File: config.mk
export PLATFORM = sky130hd
export DESIGN_NAME = imem_loader_flat
export DESIGN_NICKNAME = d
export VERILOG_FILES = /design/src/rtl/imem_loader_pkg.sv /design/src/rtl/imem_loader_if.sv /design/src/rtl/imem_loader_byte_packer.sv /design/src/rtl/imem_loader.sv /design/src/flat_wrapper.sv
export SDC_FILE = /design/constraint.sdc
export NUM_CORES = 1
export LEC_CHECK = 0
export ABC_CLOCK_PERIOD_IN_PS = 3300
export BUFFER_PORTS_ARGS = -buffer_cell sky130_fd_sc_hd__buf_4
export CAP_MARGIN = 20
export CORE_MARGIN = 8
export CORE_UTILIZATION = 50
export DETAILED_ROUTE_END_ITERATION = 7
export GPL_TIMING_DRIVEN = 0
export PLACE_DENSITY_LB_ADDON = 0.08
export SLEW_MARGIN = 30
export SYNTH_ARGS = -nofsm -noshare
export SYNTH_HDL_FRONTEND = slang
export SYNTH_HIERARCHICAL = 1
export SYNTH_SLANG_ARGS = --single-unit
export TNS_END_PERCENT = 20
File: constraint.sdc
create_clock -name clk -period 3.3 [get_ports clk]
set_clock_uncertainty 0.2 [all_clocks]
set_input_delay 0.33 -clock clk [delete_from_list [all_inputs] [get_ports clk]]
set_output_delay 0.33 -clock clk [all_outputs]
set_load 0.03 [all_outputs]
File: src/rtl/imem_loader_pkg.sv
// Shared definitions for the instruction SRAM loader: FSM state encoding and
// packing geometry.
package imem_loader_pkg;

    localparam int BYTES_PER_WORD = 4;
    localparam int WORD_STRIDE    = 4;
    localparam int BYTE_CNT_W     = $clog2(BYTES_PER_WORD);

    typedef enum logic [2:0] {
        ST_IDLE,
        ST_COLLECT,
        ST_WRITE,
        ST_CHECK,
        ST_DONE
    } state_t;

endpackage

File: src/rtl/imem_loader_if.sv
// Byte-stream handshake plus SRAM write/readback bus of the instruction loader.
// The loader side uses the master modport, the stream source and SRAM use slave.
interface imem_loader_if #(
    parameter int ADDR_W = 32
);
    logic              byte_valid;
    logic [7:0]        byte_data;
    logic              byte_ready;
    logic              sram_cs;
    logic              sram_oe;
    logic              sram_we;
    logic [ADDR_W-1:0] sram_addr;
    logic [31:0]       sram_din;
    logic [31:0]       sram_dout;

    modport master (
        input  byte_valid, byte_data, sram_dout,
        output byte_ready, sram_cs, sram_oe, sram_we, sram_addr, sram_din
    );

    modport slave (
        output byte_valid, byte_data, sram_dout,
        input  byte_ready, sram_cs, sram_oe, sram_we, sram_addr, sram_din
    );
endinterface

File: src/rtl/imem_loader_byte_packer.sv
// Shifts accepted bytes into a 32-bit word, first byte ending up most significant.
// full flags the accept that completes a word, so the caller can act on that edge.
module byte_packer
    import imem_loader_pkg::*;
(
    input  logic        clk,
    input  logic        rst_n,
    input  logic        accept,
    input  logic        clear,
    input  logic [7:0]  data_byte,
    output logic [31:0] word,
    output logic        full
);

    logic [BYTE_CNT_W-1:0] count;

    always_ff @(posedge clk or negedge rst_n) begin
        if (!rst_n) begin
            word  <= '0;
            count <= '0;
        end else if (clear) begin
            word  <= '0;
            count <= '0;
        end else if (accept) begin
            word  <= {word[23:0], data_byte};
            count <= count + BYTE_CNT_W'(1);
        end
    end

    assign full = accept && (count == BYTE_CNT_W'(BYTES_PER_WORD - 1));

endmodule

File: src/rtl/imem_loader.sv
// Instruction SRAM loader: packs a byte stream into words, writes them from BASE_ADDR
// upward and stalls the CPU meanwhile. Define IMEM_LOADER_READBACK_EN to verify each write.
module imem_loader
    import imem_loader_pkg::*;
#(
    parameter int                ADDR_W    = 32,
    parameter logic [ADDR_W-1:0] BASE_ADDR = '0,
    parameter int                MAX_WORDS = 1024
) (
    input  logic          clk,
    input  logic          rst_n,
    input  logic          start,
    input  logic [15:0]   word_count,
    imem_loader_if.master bus,
    output logic          busy,
    output logic          cpu_hold,
    output logic          done,
    output logic          err
);

    localparam logic [16:0] MAX_N = 17'(MAX_WORDS);

    state_t            state, next_state;
    logic [15:0]       n_words;
    logic [15:0]       index;
    logic [ADDR_W-1:0] addr_q;
    logic [31:0]       din_q;
    logic [31:0]       packed_word;
    logic [7:0]        unused_top_byte;
    logic              accept, full, start_ok, last_word, advance;

    assign accept          = bus.byte_valid && (state == ST_COLLECT);
    assign start_ok        = start && (state == ST_IDLE);
    assign last_word       = ({1'b0, index} + 17'd1) == {1'b0, n_words};
    assign unused_top_byte = packed_word[31:24];

`ifdef IMEM_LOADER_READBACK_EN
    assign advance = (state == ST_CHECK);
`else
    assign advance = (state == ST_WRITE);
    logic unused_dout;
    assign unused_dout = ^bus.sram_dout;
`endif

    byte_packer u_packer (
        .clk       (clk),
        .rst_n     (rst_n),
        .accept    (accept),
        .clear     (start_ok),
        .data_byte (bus.byte_data),
        .word      (packed_word),
        .full      (full)
    );

    always_ff @(posedge clk or negedge rst_n) begin
        if (!rst_n) state <= ST_IDLE;
        else        state <= next_state;
    end

    always_comb begin
        next_state = state;
        case (state)
            ST_IDLE: begin
                if (start) begin
                    if (word_count == 16'd0 || {1'b0, word_count} > MAX_N)
                        next_state = ST_DONE;
                    else
                        next_state = ST_COLLECT;
                end
            end
            ST_COLLECT: if (full) next_state = ST_WRITE;
`ifdef IMEM_LOADER_READBACK_EN
            ST_WRITE:   next_state = ST_CHECK;
            ST_CHECK:   next_state = last_word ? ST_DONE : ST_COLLECT;
`else
            ST_WRITE:   next_state = last_word ? ST_DONE : ST_COLLECT;
`endif
            ST_DONE:    next_state = ST_IDLE;
            default:    next_state = ST_IDLE;
        endcase
    end

    // Address and data are registered on the edge that completes a word so they
    // stay stable through WRITE/CHECK and hold afterwards.
    always_ff @(posedge clk or negedge rst_n) begin
        if (!rst_n) begin
            n_words <= '0;
            index   <= '0;
            addr_q  <= '0;
            din_q   <= '0;
            err     <= 1'b0;
        end else begin
            if (start_ok) begin
                n_words <= word_count;
                index   <= '0;
                err     <= ({1'b0, word_count} > MAX_N);
            end
            if (full) begin
                din_q  <= {packed_word[23:0], bus.byte_data};
                addr_q <= BASE_ADDR + ADDR_W'(index) * ADDR_W'(WORD_STRIDE);
            end
            if (advance) index <= index + 16'd1;
`ifdef IMEM_LOADER_READBACK_EN
            if (state == ST_CHECK && bus.sram_dout != din_q) err <= 1'b1;
`endif
        end
    end

    assign bus.byte_ready = (state == ST_COLLECT);
    assign bus.sram_cs    = (state == ST_WRITE) || (state == ST_CHECK);
    assign bus.sram_we    = (state == ST_WRITE);
    assign bus.sram_oe    = (state == ST_CHECK);
    assign bus.sram_addr  = addr_q;
    assign bus.sram_din   = din_q;
    assign busy           = (state == ST_COLLECT) || (state == ST_WRITE) || (state == ST_CHECK);
    assign cpu_hold       = busy;
    assign done           = (state == ST_DONE);

endmodule
File: src/flat_wrapper.sv
// flat-port wrapper written by rule: the top's interface ports become plain ports
module imem_loader_flat import imem_loader_pkg::*;
#(
    parameter int                ADDR_W    = 32,
    parameter logic [ADDR_W-1:0] BASE_ADDR = '0,
    parameter int                MAX_WORDS = 1024
)
  (clk, rst_n, start, word_count, busy, cpu_hold, done, err, bus_byte_valid, bus_byte_data, bus_sram_dout, bus_byte_ready, bus_sram_cs, bus_sram_oe, bus_sram_we, bus_sram_addr, bus_sram_din);
  imem_loader_if #(.ADDR_W(ADDR_W)) bus_i ();
  input  logic clk;
  input  logic rst_n;
  input  logic start;
  input  logic [15:0] word_count;
  output logic busy;
  output logic cpu_hold;
  output logic done;
  output logic err;
  input wire logic [$bits(bus_i.byte_valid)-1:0] bus_byte_valid;
  input wire logic [$bits(bus_i.byte_data)-1:0] bus_byte_data;
  input wire logic [$bits(bus_i.sram_dout)-1:0] bus_sram_dout;
  output wire logic [$bits(bus_i.byte_ready)-1:0] bus_byte_ready;
  output wire logic [$bits(bus_i.sram_cs)-1:0] bus_sram_cs;
  output wire logic [$bits(bus_i.sram_oe)-1:0] bus_sram_oe;
  output wire logic [$bits(bus_i.sram_we)-1:0] bus_sram_we;
  output wire logic [$bits(bus_i.sram_addr)-1:0] bus_sram_addr;
  output wire logic [$bits(bus_i.sram_din)-1:0] bus_sram_din;
  assign bus_i.byte_valid = bus_byte_valid;
  assign bus_i.byte_data = bus_byte_data;
  assign bus_i.sram_dout = bus_sram_dout;
  assign bus_byte_ready = bus_i.byte_ready;
  assign bus_sram_cs = bus_i.sram_cs;
  assign bus_sram_oe = bus_i.sram_oe;
  assign bus_sram_we = bus_i.sram_we;
  assign bus_sram_addr = bus_i.sram_addr;
  assign bus_sram_din = bus_i.sram_din;
  imem_loader #(.ADDR_W(ADDR_W), .BASE_ADDR(BASE_ADDR), .MAX_WORDS(MAX_WORDS)) u_core (.clk(clk), .rst_n(rst_n), .start(start), .word_count(word_count), .bus(bus_i), .busy(busy), .cpu_hold(cpu_hold), .done(done), .err(err));
endmodule
=== Yosys cells after proc, flatten, opt, wreduce, memory -nomap -nowiden ===
Cells that the tools add are included.

* Register bits: 110
* Input bits: 60
* Output and inout port bits: 72
* Word-level logic and storage cells: 43

* Add/subtract/negate cells: 3
* Magnitude comparators: 1
* Equality and inequality tests: 8
* Mux-type cells: 11
* Reductions and logical operators: 12

{| class="wikitable"
|+ Operator list
! kind !! count
|-
| $mux W24 || 2
|-
| $mux W16 || 2
|-
| $add A16 B1 Y17 const B || 1
|-
| $eq A17 B16 Y1 || 1
|-
| $add A16 B1 Y16 const B || 1
|-
| $gt A16 B11 Y1 const B || 1
|-
| $logic_not A16 Y1 || 1
|-
| $mux W3 || 4
|-
| $pmux W3 S3 || 1
|-
| $eq A3 B2 Y1 const B || 2
|-
| $logic_or A1 B1 Y1 || 4
|-
| $mux W2 || 2
|-
| $reduce_bool A2 Y1 || 2
|-
| $eq A3 B1 Y1 const B || 1
|-
| $eq A3 B3 Y1 const B || 1
|-
| $logic_and A1 B1 Y1 || 3
|-
| $logic_not A3 Y1 || 1
|-
| $add A2 B1 Y2 const B || 1
|-
| $eq A2 B2 Y1 const B || 1
|-
| $ne A2 B1 Y1 const B || 1
|-
| $ne A2 B2 Y1 const B || 1
|-
| $reduce_and A2 Y1 || 1
|}

=== Longest topological paths before layout ===
* Word-level depth: 5
* Depth in mapped cells: 10
* Depth with buffers taken out: 7

=== Modules after synthesis ===
The synthesis kept the hierarchy.

{| class="wikitable"
|+ Modules (own cells, without submodules)
! module !! times used !! cells each !! area an instance (um^2) !! seq. area each (um^2)
|-
| imem_loader || 1 || 353 || 4139.0 || 2102.0
|-
| byte_packer || 1 || 112 || 1427.6 || 850.8
|}

=== Least setup slack after synthesis ===
OpenSTA, ideal clock, no wires.

* Kind: flip-flop to flip-flop
* From: reg u_core.state[0]
* To: reg u_core.din_q[0], in the netlist u_core/bus.sram_din[0]
* Arrival: 2777 ps
* Data required time: 2975 ps
* Slack: 198 ps
* Cell stages (with the launch flop): 9
* Path buffers: 4
* Clock period less this slack: 3102 ps
* Path through: dfrtp_1 > nor3b_1 > and2_1 > buf_6 > buf_12 > and2_1 > clkbuf_1 > clkbuf_1 > mux2_2

* Longest elaborated chain between the ends: 3

{| class="wikitable"
|+ RTL lines
! item !! RTL line !! text
|-
| start, declared || imem_loader.sv:23 || <nowiki>state_t state, next_state;</nowiki>
|-
| start signal, assigned || imem_loader.sv:57 || <nowiki>else state <= next_state;</nowiki>
|-
| $eq A3 B1 Y1 || n/a ||
|-
| net bus_byte_ready || flat_wrapper.sv:21 || <nowiki>output wire logic [$bits(bus_i.byte_ready)-1:0] bus_byte_ready;</nowiki>
|-
| $logic_and A1 B1 Y1 || imem_loader.sv:32 || <nowiki>assign accept = bus.byte_valid && (state == ST_COLLECT);</nowiki>
|-
| net u_core.accept || imem_loader.sv:30 || <nowiki>logic accept, full, start_ok, last_word, advance;</nowiki>
|-
| $logic_and A1 B1 Y1 || imem_loader_byte_packer.sv:30 || <nowiki>assign full = accept && (count == BYTE_CNT_W'(BYTES_PER_WORD - 1));</nowiki>
|-
| net u_core.full || imem_loader.sv:30 ||
|-
| end signal, assigned || imem_loader.sv:99 || <nowiki>din_q <= {packed_word[23:0], bus.byte_data};</nowiki>
|-
| end, declared || imem_loader.sv:27 || <nowiki>logic [31:0] din_q;</nowiki>
|}

The timed path passes the listed nets, and every way through them passes these cells.
A chain may end at the register's enable or synchronous reset.

=== Worst setup path after layout ===
* From: reg u_core.state[0]
* To: reg u_core.din_q[5], in the netlist u_core/bus.sram_din[5]

* Longest elaborated chain between the ends: 3

{| class="wikitable"
|+ RTL lines
! item !! RTL line
|-
| $eq A3 B1 Y1 || imem_loader.sv:32
|-
| $logic_and A1 B1 Y1 || imem_loader.sv:32
|-
| net u_core.accept || imem_loader.sv:30
|-
| $logic_and A1 B1 Y1 || imem_loader_byte_packer.sv:30
|-
| net u_core.full || imem_loader.sv:30
|}

The timed path passes the listed nets, and every way through them passes these cells.

==> qor.yml <==
drv_slew: 0
status: "finished, final reports clean"
overflow: 0
layout_common_cells: "110 x dfrtp_1, 102 x buf_4, 64 x mux2_2, 44 x nor2_1, 27 x mux2i_1"
drc: 0
layout_setup_ws_ns: 0.367
path_clk_slew_ns: 0.11
fillCellCount: 854
period_share: 0.889
finalWirelength_mm: 11.9
postCtsSetupBuffers: 0
syn_area_per_cell_um2: 11.9
multiInputGateArea_mm2: 0.00221
cts_inserted_buffers: 9
relSlewSlack: 0.538
seqCellArea_mm2: 0.00275
critPathRequiredTime_ns: 3.35
holdBufCountCts: 24
hold_viol: 0
clk_latency_ns: 0.37
r2r_slack_ns: 0.37
vias_per_cell: 5.21
n_antenna_cell: 0
pin_count: 132
p_per_area_mw_per_mm2: 384
synthesis.instances: 441
drtPass1Iterations: 4
criticalPathCategory: "flip-flop to flip-flop"
dr.first_iter.drc_count: 206
cts_buffer_depth: 2
wl_per_cell_um: 16.6
crit_path_end_kind: "flip-flop"
dp_hpwl_mm: 8.51
syn_area_mm2: 0.00526
cts_resized: 0
die_w_um: 119
drive_above_1_share: 0.353
place.port_buffers: 83
maxCapViolations: 0
coreArea_mm2: 0.0103
worst-path-max-fanout: 10
grt_antenna_before_repair: 0
grt_pass1_vias: 3907
grt_pass1_wl_mm: 20.0
gp_congestion: 0.895
final.setup.tns_ns: 0
clock.fmax_mhz: 341
irDropWorstVdd_v: 0.000287
gr-usage-all-layers: 0.173
grt_max_degree: 111
ys_warn_count: 6
h-tree-depth: 3
via_count: 3730
layout_commonest_cell: "dfrtp_1"
dp_slack_ns: 0.363
final-setup-viol-count: 0
die_height_um: 119
cts_tree: "built"
start_kind: "flip-flop"
min_path_type: "primary input to flip-flop"
tightestPinTransition_ns: 0.687
final_nets: 637
row_count: 37
cts_root_buf: "clkbuf_8"
rsz0062_at_grt: "false"
dieArea_mm2: 0.0140
area_growth_pct: 24.9
fin_crit_ns: 2.93
p_leak_nw: 3.11
arrival_ns: 2.99
initial_core_util: 0.511
cts.sinks: 110
ant_nets: 0
## metrics by stage
stage / hold WS [ns] / area [um^2] / power, W / std cells / utilization
CTS: 0.00776 / 6540 / 0.00255 / 715 / 0.636
global placement: 0.290 / 6110 / 0.00173 / 675 / 0.594
floorplan: -0.166 / 5310 / 0.00163 / 456 / -
detailed placement: 0.290 / 6110 / 0.00173 / 675 / 0.594
global route: 0.000516 / 6570 / 0.00264 / 716 / 0.639
finish: 0.0250 / 6570 / 0.00252 / 716 / 0.639
## registers in the layout, indices dropped and copies added (netlist names)
signal and cells:
u_core/bus.sram_addr 16, u_core/bus.sram_din 32, u_core/err 1, u_core/index 16
u_core/n_words 16, u_core/state 3, u_core/u_packer/count 2, u_core/u_packer/word 24
## where the power goes
| part | total, W | switching, W | internal [W] | leakage, nW |
|---|---|---|---|---|
| logic | 0.000303 | 0.000155 | 0.000148 | 1.52 |
| clock network | 0.000790 | 0.000498 | 0.000293 | 0.0952 |
| registers | 0.00143 | 0.0000392 | 0.00139 | 1.49 |
## per-layer routing
layer / track usage / vias up / wire [um]
met5: 0 / - / 0
met4: 0.0514 / 0 / 172
met3: 0.0443 / 15 / 696
met2: 0.297 / 99 / 6020
met1: 0.209 / 1831 / 4970
li1: - / 1785 / -
## path summary, 6_finish.rpt
kind | endpoint | depth (start not counted) | startpoint
worst min register to register | u_core/bus.sram_din[29] | 1 | u_core/u_packer/word[21]
max in group asynchronous | u_core/index[11] | 3 | rst_n
worst max-delay path | u_core/bus.sram_din[5] | 8 | u_core/state[0]
min in group asynchronous | u_core/u_packer/word[13] | 2 | rst_n
worst min-delay path | u_core/bus.sram_din[0] | 2 | bus_byte_data[0]
worst max register to register | u_core/bus.sram_din[5] | 8 | u_core/state[0]
## worst max-delay path, stage by stage (launching register included)
cell,delay (ns)
dfrtp_1,0.46
nor3b_1,0.31
and2_1,0.19
buf_6,0.18
buf_12,0.16
and2_1,0.12
clkbuf_1,0.24
buf_1,0.55
mux2_2,0.40
## final cells by class
type                       instances  share of cell area
multi-input combinational        294               0.337
clock inverter                     7             0.00972
sequential                       110               0.419
buffer                            46              0.0493
tap                              136              0.0259
inverter                           6             0.00343
clock buffer                       9              0.0189
timing repair buffer             108               0.137
Power figures use the tool's default switching activity.
